--- src/rtl/siso_loop_ctrl.sv ---
// siso_loop_ctrl: loopback sequencer for an external SISO shift register.
// Accepts one word over valid/ready and shifts it out LSB-first on sr_in. It then
// flushes the chain with FILL and collects the bits returning on sr_out into out_data.
// The optional compare is enabled by defining SISO_LOOP_CTRL_CHECK_EN.
// With that macro, mismatch flags a returned word that differs from the word sent.
module siso_loop_ctrl #(
  parameter int unsigned WIDTH = 8,
  parameter int unsigned DEPTH = 4,
  parameter logic        FILL  = 1'b0
) (
  input  logic             clk,
  input  logic             rst,
  input  logic             in_valid,
  input  logic [WIDTH-1:0] in_data,
  output logic             in_ready,
  output logic             sr_en,
  output logic             sr_in,
  input  logic             sr_out,
  output logic             out_valid,
  output logic [WIDTH-1:0] out_data,
  output logic             busy,
  output logic             mismatch
);

  localparam int unsigned     CW   = $clog2(WIDTH + DEPTH + 1);
  localparam logic [CW-1:0]   LAST = CW'(WIDTH + DEPTH - 1);

  typedef enum logic [1:0] {IDLE, RUN, DONE} state_e;

  state_e           state_q, state_d;
  logic [CW-1:0]    cnt_q;
  logic [WIDTH-1:0] word_q;
  logic [WIDTH-1:0] sh_q, sh_d;
  logic [WIDTH-1:0] data_q;

  // State register
  always_ff @(posedge clk or negedge rst) begin
    if (!rst) state_q <= IDLE;
    else      state_q <= state_d;
  end

  // Next-state logic: RUN lasts WIDTH+DEPTH edges, and DONE lasts one cycle
  always_comb begin
    state_d = state_q;
    unique case (state_q)
      IDLE:    if (in_valid) state_d = RUN;
      RUN:     if (cnt_q == LAST) state_d = DONE;
      DONE:    state_d = IDLE;
      default: state_d = IDLE;
    endcase
  end

  // Output decode. sr_in carries the latched bit[cnt] while cnt < WIDTH, and FILL otherwise
  always_comb begin
    in_ready  = (state_q == IDLE);
    busy      = (state_q != IDLE);
    sr_en     = (state_q == RUN);
    out_valid = (state_q == DONE);
    sr_in     = FILL;
    if (state_q == RUN) begin
      for (int unsigned i = 0; i < WIDTH; i++) begin
        if (cnt_q == CW'(i)) sr_in = word_q[i];
      end
    end
  end

  // Capture sr_out into bit[cnt-DEPTH] once the first sent bit has crossed the chain
  always_comb begin
    sh_d = sh_q;
    for (int unsigned i = 0; i < WIDTH; i++) begin
      if (cnt_q == CW'(DEPTH + i)) sh_d[i] = sr_out;
    end
  end

`ifdef SISO_LOOP_CTRL_CHECK_EN
  logic mm_q;
`endif

  // Datapath. Words are assembled in sh_q so that out_data stays stable until the next DONE
  always_ff @(posedge clk or negedge rst) begin
    if (!rst) begin
      cnt_q  <= '0;
      word_q <= '0;
      sh_q   <= '0;
      data_q <= '0;
`ifdef SISO_LOOP_CTRL_CHECK_EN
      mm_q   <= 1'b0;
`endif
    end else begin
      unique case (state_q)
        IDLE: begin
          if (in_valid) begin
            word_q <= in_data;
            cnt_q  <= '0;
          end
        end
        RUN: begin
          cnt_q <= cnt_q + CW'(1);
          sh_q  <= sh_d;
          if (cnt_q == LAST) begin
            data_q <= sh_d;
`ifdef SISO_LOOP_CTRL_CHECK_EN
            mm_q   <= (sh_d != word_q);
`endif
          end
        end
        default: ;
      endcase
    end
  end

  assign out_data = data_q;

`ifdef SISO_LOOP_CTRL_CHECK_EN
  assign mismatch = mm_q;
`else
  assign mismatch = 1'b0;
`endif

endmodule

--- config.mk ---
export PLATFORM = sky130hd
export DESIGN_NAME = siso_loop_ctrl
export DESIGN_NICKNAME = d
export VERILOG_FILES = /design/src/rtl/siso_loop_ctrl.sv
export SDC_FILE = /design/constraint.sdc
export NUM_CORES = 1
export LEC_CHECK = 0
export BUFFER_PORTS_ARGS = -buffer_cell sky130_fd_sc_hd__clkbuf_2
export CAP_MARGIN = 20
export CORE_UTILIZATION = 54
export CTS_BUF_LIST = sky130_fd_sc_hd__clkbuf_16
export DETAILED_ROUTE_END_ITERATION = 10
export PLACE_DENSITY = 0.78
export SLEW_MARGIN = 20
export SYNTH_ARGS = -nofsm -noshare
export SYNTH_HDL_FRONTEND = slang
export SYNTH_SLANG_ARGS = --single-unit
--- constraint.sdc ---
create_clock -name clk -period 2.28 [get_ports clk]
set_input_delay 0.342 -clock clk [delete_from_list [all_inputs] [get_ports clk]]
set_output_delay 0.342 -clock clk [all_outputs]
set_load 0.01 [all_outputs]
-- Yosys cells after proc, flatten, opt, wreduce, memory -nomap -nowiden
Index checks and enable logic that the tools add are counted.
- mux-type cells: 22
- reductions and logical operators: 8
- eq/ne operators: 15
- $add $sub $neg: 1
- operators with widths (operator ; number):
    $mux 1 ; 17
    $eq 4x3->1 const B ; 4
    $eq 4x4->1 const B ; 4
    $eq 4x2->1 const B ; 2
    $pmux 4 s2 ; 1
    $reduce_and 2->1 ; 4
    $add 4x1->4 const B ; 1
    $eq 4x1->1 const B ; 1
    $logic_not 4->1 ; 1
    $mux 2 ; 2
    $mux 4 ; 1
    $pmux 2 s2 ; 1
    $reduce_bool 2->1 ; 2
    $eq 2x1->1 const B ; 1
    $eq 2x2->1 const B ; 1
    $logic_not 2->1 ; 1
    $ne 2x1->1 const B ; 1
    $ne 2x2->1 const B ; 1
- input bits: 12
- logic and storage cells: 51
- register bits: 30
- output and inout port bits: 14

-- Logic depth before layout (Yosys ltp)
Gate-level depths: netlist of the first run.
- depth after elaboration: 10
- gate-level depth with buffers: 7
- gate-level depth less buffers: 6

-- Worst setup path before layout of the first run
No wires, ideal clock.
- path type: register to output
- from: reg cnt_q[0]
- to: out sr_in
- stages on the path, launching flop included: 8
- data required time: 1.938 ns
- slack: 0.428 ns
- data arrival time: 1.510 ns
- path through: dfrtp_1 -> inv_1 -> ha_1 -> clkbuf_2 -> nor2b_1 -> a21oi_1 -> mux2_2 -> a32o_1
- longest elaborated chain between the ends: 10
- elaborated cells between the ends (all ways): 17
- RTL lines (what ; line ; RTL):
    from (decl) ; 31 ; logic [CW-1:0] cnt_q;
    from (signal assigned) ; 98 ; cnt_q <= cnt_q + CW'(1);
    $logic_not 4->1 ; 62 ; if (cnt_q == CW'(i)) sr_in = word_q[i];
    $mux 1 (7 in series) ; 62 ;
    $mux 1 * ; 62 ;
    $mux 1 * ; 60 ; if (state_q == RUN) begin
    to (decl) ; 17 ; output logic sr_in,
Every way passes the cells marked *; elsewhere a longest branch is shown, timed or not.

-- Final worst setup path of the first run
Same ends and word-level chain as after synthesis.

==> results of run 1 <==
-- cell usage in the layout, fill, tap and decap left out, drive strengths merged, types with 2 or more instances in the layout --
cell type,instances
dfrtp,29
inv,8
a21oi,6
mux2i,7
nor2,4
ha,4
nor2b,3
mux2,17
clkbuf,29
o21ai,8
nand2,26
nand2b,2
-- cell type report --
type	count	area [um^2]
fill	194	729
sequential	29	727
multi-input combinational	91	698
timing repair buffer	25	128
clock buffer	5	125
tap	30	37.5
inverter	5	21.3
clock inverter	3	11.3
-- worst reg2reg max path, delay by kind of cell (launching register included) --
family | cells | cell delay, ps
flops | 1 | 390
simple gates | 2 | 800
mux | 1 | 410
-- registers in the layout, summed over array words and instances (netlist names) --
name,cells
word_q,8
sh_q,7
cnt_q,4
state_q,2
out_data,8
-- kinds of logic (layout without fill, tap and decap cells) --
group                      Yosys count  count (layout)  synth area share
adders and majority gates            4               4            0.0351
muxes                               24              24             0.183
AOI/OAI and AO/OA                   19              19            0.0789
xor gates and xnor gates             1               1           0.00614
buffers and inverters               12              38            0.0386
other                                1               1           0.00263
DFF                                 29              29             0.509
and+or+nand+nor                     42              42             0.147
-- how the worst max path moves through the flow --
stage          startpoint  cells past startpoint     to  slack [ps]
2_1_floorplan    cnt_q[0]                      7  sr_in         430
3_3_place_gp     cnt_q[0]                      7  sr_in         300
3_5_place_dp     cnt_q[0]                      7  sr_in         160
4_1_cts          cnt_q[1]                      7  sr_in           1
5_1_grt          cnt_q[0]                      7  sr_in          10
6_report         cnt_q[0]                      4  sr_in          60
-- cells in the mapped netlist --
| library cell | number |
|---|---|
| inv_1 | 4 |
| and4bb_2 | 1 |
| a21oi_1 | 6 |
| and2b_1 | 1 |
| or2_2 | 1 |
| mux2_1 | 4 |
| xor2_1 | 1 |
| mux2i_1 | 7 |
| nand2_1 | 25 |
| nand2_4 | 1 |
| and3b_1 | 1 |
| o41ai_1 | 1 |
| mux2_2 | 13 |
| o221ai_1 | 1 |
| nand2b_1 | 2 |
| a211oi_1 | 1 |
| and2_1 | 1 |
| inv_2 | 1 |
| o31ai_1 | 1 |
| nor2_2 | 1 |
| nand4_1 | 1 |
| nor2b_1 | 3 |
| nand3b_1 | 1 |
| clkbuf_2 | 1 |
| nor2_1 | 3 |
| o21ai_1 | 7 |
| buf_4 | 2 |
| conb_1 | 1 |
| o21ai_0 | 1 |
| buf_2 | 1 |
| dfrtp_1 | 29 |
| ha_1 | 4 |
| a32o_1 | 1 |
| clkbuf_1 | 3 |
-- report_power, final --
part	internal (mW)	leakage, nW	switching (mW)
Combinational	0.513	0.435	0.557
Clock	0.390	0.0776	0.204
Sequential	0.771	0.340	0.189
-- per-layer routing --
metal | global-route usage | up-vias | wire length [um]
met2 | 0.356 | 38 | 1500
met1 | 0.283 | 505 | 1180
met5 | 0 | - | 0
met4 | 0.167 | 0 | 63
met3 | 0.0546 | 4 | 113
li1 | - | 493 | -
-- per-stage QoR --
stage                     utilization  area, um^2  cells
after floorplan                     -        1430    132
after global placement          0.625        1550    179
final                           0.706        1750    188
after global routing            0.706        1750    188
after detailed placement        0.625        1550    179
after CTS                       0.687        1700    187
-- what timing repair did --
| item | CTS | global route |
|---|---|---|
| setup buffers | 0 | 1 |
| endpoints found under the setup margin | 1 | 1 |
| gates resized for setup | 5 | 8 |
| pin swaps | 0 | 0 |
==> metrics, run 1 <==
power density cells=1500 nW/um^2; starting density of the core=0.576; Static Leak=0.853 nW; RSZ-0062 raised after global routing=false; crit-path max cell delay=440 ps; synthesis-to-layout area growth=22.5%; Max-Cap Viols=0; H-tree depth=2; Synth area leader=dfrtp_1; first-pass GRT wire length=4400 um; post-route antenna net violation count=0; share of layout cells above drive strength 1=0.354; core footprint=2480 um^2; post-detail-place hpwl=1910 um; Power Total=2.62 mW; hold-fix buffers at CTS=0; Synth top area share=0.509; run status=finished clean; syn nets=148; vias in the first global route=963; PortBufs=24; register area share after synthesis=0.509; post-route setup TNS=0 ps; headroom to the max-slew limit=0.527; Initial DRC Count=22; initial antenna violation count=0; CP max-delay cell=dfrtp_2; highest clock rate=451 MHz; total CTS buffers=5; largest net degree at the start of global routing=30; # rows=18; final worst clock skew=1.36 ps; clock buffer depth=2; peak supply drop=1.17 mV; worst r2r dst=word_q[6]; final worst-path cycle share=0.972; gr ovfl total=0; final worst slack=63.9 ps; Total GRT Usage=0.233; Via density=5.53; Clk Latency, worst-skew pair=270 ps; min cycle time layout=2220 ps; CP Class=register to output port; Final Setup Violations=0; clock sink count=29; DRC Markers=0; CP Capture Type=output port; Tightest Pin Transition=710 ps; pre-CTS setup slack=162 ps; Worst EP arrival=1870 ps; CTS root buf=clkbuf_16; post-synthesis register bit count=29; routed len/inst=15.2 um; ANT cells=0; die area=2850 um^2; CTS tree=done; CP Launch Type=register; Via Count=1040; Critical path buffers and inverters=1; Clock transition at path regs=50 ps; GP Congestion=0.794; worst path cell trace=ha_1, mux2_2, a32o_1, clkbuf_2; Die Height=53.4 um; Worst Path Required=1940 ps; Final Hold Fails=0; post-synthesis cell count=132; top cells by area, synth=dfrtp_1, mux2_2, nand2_1; drt pass-1 iters=5; Final Max Slew Viols=0; synthesized area=1430 um^2; Synth warnings=0; Final nets=173; depth of the most critical reg-to-reg path=3; Worst Hold Class=input port to async pin; Worst R2R Start=state_q[0]; final WL=2860 um; R2R Setup Slk=560 ps; Cell variety after synth=34; # IOs=26; Die Span X=53.4 um; critical path fanouts, max=8; final hold slack=116 ps; CP top delay family=flip-flops; Syn Area/Cell=10.8 um^2
Note: power is estimated with default switching activity, not from simulation.
==> inputs of run 2 (changes only) <==
Settings changed: MAX_ROUTING_LAYER set to met4.
==> metrics, run 2 (synthesis gave the netlist of run 1 again) <==
synthesis-to-layout area growth=22.5% (unchanged); worst r2r dst=word_q[6]; Power Total=2.63 mW (+0.21%); CTS tree=done; core footprint=2480 um^2 (unchanged); most common cell after layout, fill and taps aside=dfrtp_1; critical path fanouts, max=8 (unchanged); Clk Latency, worst-skew pair=270 ps (about the same); Fill cells=194 (unchanged); gr ovfl total=0 (unchanged); clock sink count=29 (unchanged); starting density of the core=0.576 (unchanged); post-detail-place hpwl=1910 um (unchanged); met2 Use GR=0.363 (+0.00625); highest clock rate=450 MHz (-0.21%); hold-fix buffers at CTS=0 (unchanged); CTS root buf=clkbuf_16; met1 GRT Util=0.277 (-0.00543); largest net degree at the start of global routing=30 (unchanged); Via density=5.57 (+0.67%); Die Span X=53.4 um (unchanged); drt pass-1 iters=4 (-1); headroom to the max-slew limit=0.524 (-0.00299); CP Launch Type=register; post-route setup TNS=0 ps (unchanged); die area=2850 um^2 (unchanged); ANT cells=0 (unchanged); Initial DRC Count=24 (+9.1%); first-pass GRT wire length=4400 um (unchanged); share of layout cells above drive strength 1=0.354 (unchanged); CP Capture Type=output port; depth of the most critical reg-to-reg path=3 (unchanged); min cycle time layout=2220 ps (+4.63 ps); final hold slack=113 ps (-2.15 ps); final worst clock skew=2.94 ps (+1.57 ps); GRT busiest layer=met2; Finished Cell Area=1750 um^2 (unchanged); Max-Cap Viols=0 (unchanged); Static Leak=0.853 nW (unchanged); power density cells=1500 nW/um^2 (+0.21%); Tightest Pin Transition=714 ps (+4.48 ps); vias in the first global route=963 (unchanged); Total GRT Usage=0.239 (+0.00608); DRC Markers=0 (unchanged); initial antenna violation count=0 (unchanged); GP Congestion=0.806 (+1.4%); CP Class=register to output port; Final Max Slew Viols=0 (unchanged); Final Hold Fails=0 (unchanged); placed instance area=1550 um^2 (unchanged); clock buffer depth=2 (unchanged); PortBufs=24 (unchanged); final worst-path cycle share=0.974 (+0.00203); RSZ-0062 raised after global routing=false; GR Layer Usage met3=0.0546 (unchanged); Die Height=53.4 um (unchanged); run status=finished clean; # IOs=26 (unchanged); routed len/inst=15.2 um (+0.32%); total CTS buffers=5 (unchanged); crit-path max cell delay=440 ps (about the same); final WL=2870 um (+0.32%); Final nets=173 (unchanged); Final Setup Violations=0 (unchanged); Worst EP arrival=1880 ps (about the same); peak supply drop=1.16 mV (-0.46%); Worst Path Required=1940 ps (about the same); Worst Hold Class=input port to async pin; post-route antenna net violation count=0 (unchanged); most frequent cells in the layout=dfrtp_1, nand2_1, clkbuf_2; Clock transition at path regs=50 ps (about the same); Worst R2R Start=state_q[0]; CP max-delay cell=dfrtp_2; H-tree depth=2 (unchanged); R2R Setup Slk=560 ps (about the same); # rows=18 (unchanged); Via Count=1047 (+0.67%); worst path cell trace=ha_1, mux2_2, a32o_1, clkbuf_2
## run 2: cell counts in the layout (fill, tap and decap cells not counted)
Identical to the previous run, type by type.
## run 2: what timing repair did
item                                    in CTS  in global routing
endpoints found under the setup margin       1                  1
setup buffers                                0                  1
resized for setup                            5                  8
## run 2: cell type report
cell class	count	area (um^2)	share of cell area
Sequential cell	29	727	0.416
Multi-Input combinational cell	91	698	0.399
Timing Repair Buffer	25	128	0.0730
Clock buffer	5	125	0.0716
Tap cell	30	37.5	0.0215
Inverter	5	21.3	0.0122
Clock inverter	3	11.3	0.00644
## run 2: worst max path at each step
stage                        to     start  cells after the start  slack [ps]
after floorplan           sr_in  cnt_q[0]                      7         430
after global placement    sr_in  cnt_q[0]                      7         300
after detailed placement  sr_in  cnt_q[0]                      7         160
after CTS                 sr_in  cnt_q[1]                      7           1
after global routing      sr_in  cnt_q[0]                      7          10
final                     sr_in  cnt_q[0]                      4          60
## run 2: critical path: cells and delay by family (launching register included)
kind            cells  cell delay, ps
buf+inv             1             120
compound gates      1             210
flops               1             440
mux                 1             380
fa+ha+maj           1             440
## run 2: per-stage QoR
| step | cells | setup slack (ps) | util |
|---|---|---|---|
| 2_1_floorplan | 132 | 428 | - |
| 6_report | 188 | 59.3 | 0.706 |
| 5_1_grt | 188 | 10.2 | 0.706 |
| 4_1_cts | 187 | 1.07 | 0.687 |
| 3_3_place_gp | 179 | 298 | 0.625 |
| 3_5_place_dp | 179 | 162 | 0.625 |
## run 2: power breakdown
group	switching, mW	internal, mW
combinational	0.558	0.515
clock	0.205	0.390
sequential	0.190	0.771
## run 2: metal layers
| metal | routed length [um] | up-vias |
|---|---|---|
| met5 | 0 | - |
| met3 | 139 | 7 |
| met2 | 1470 | 43 |
| li1 | - | 495 |
| met1 | 1170 | 502 |
| met4 | 85 | 0 |
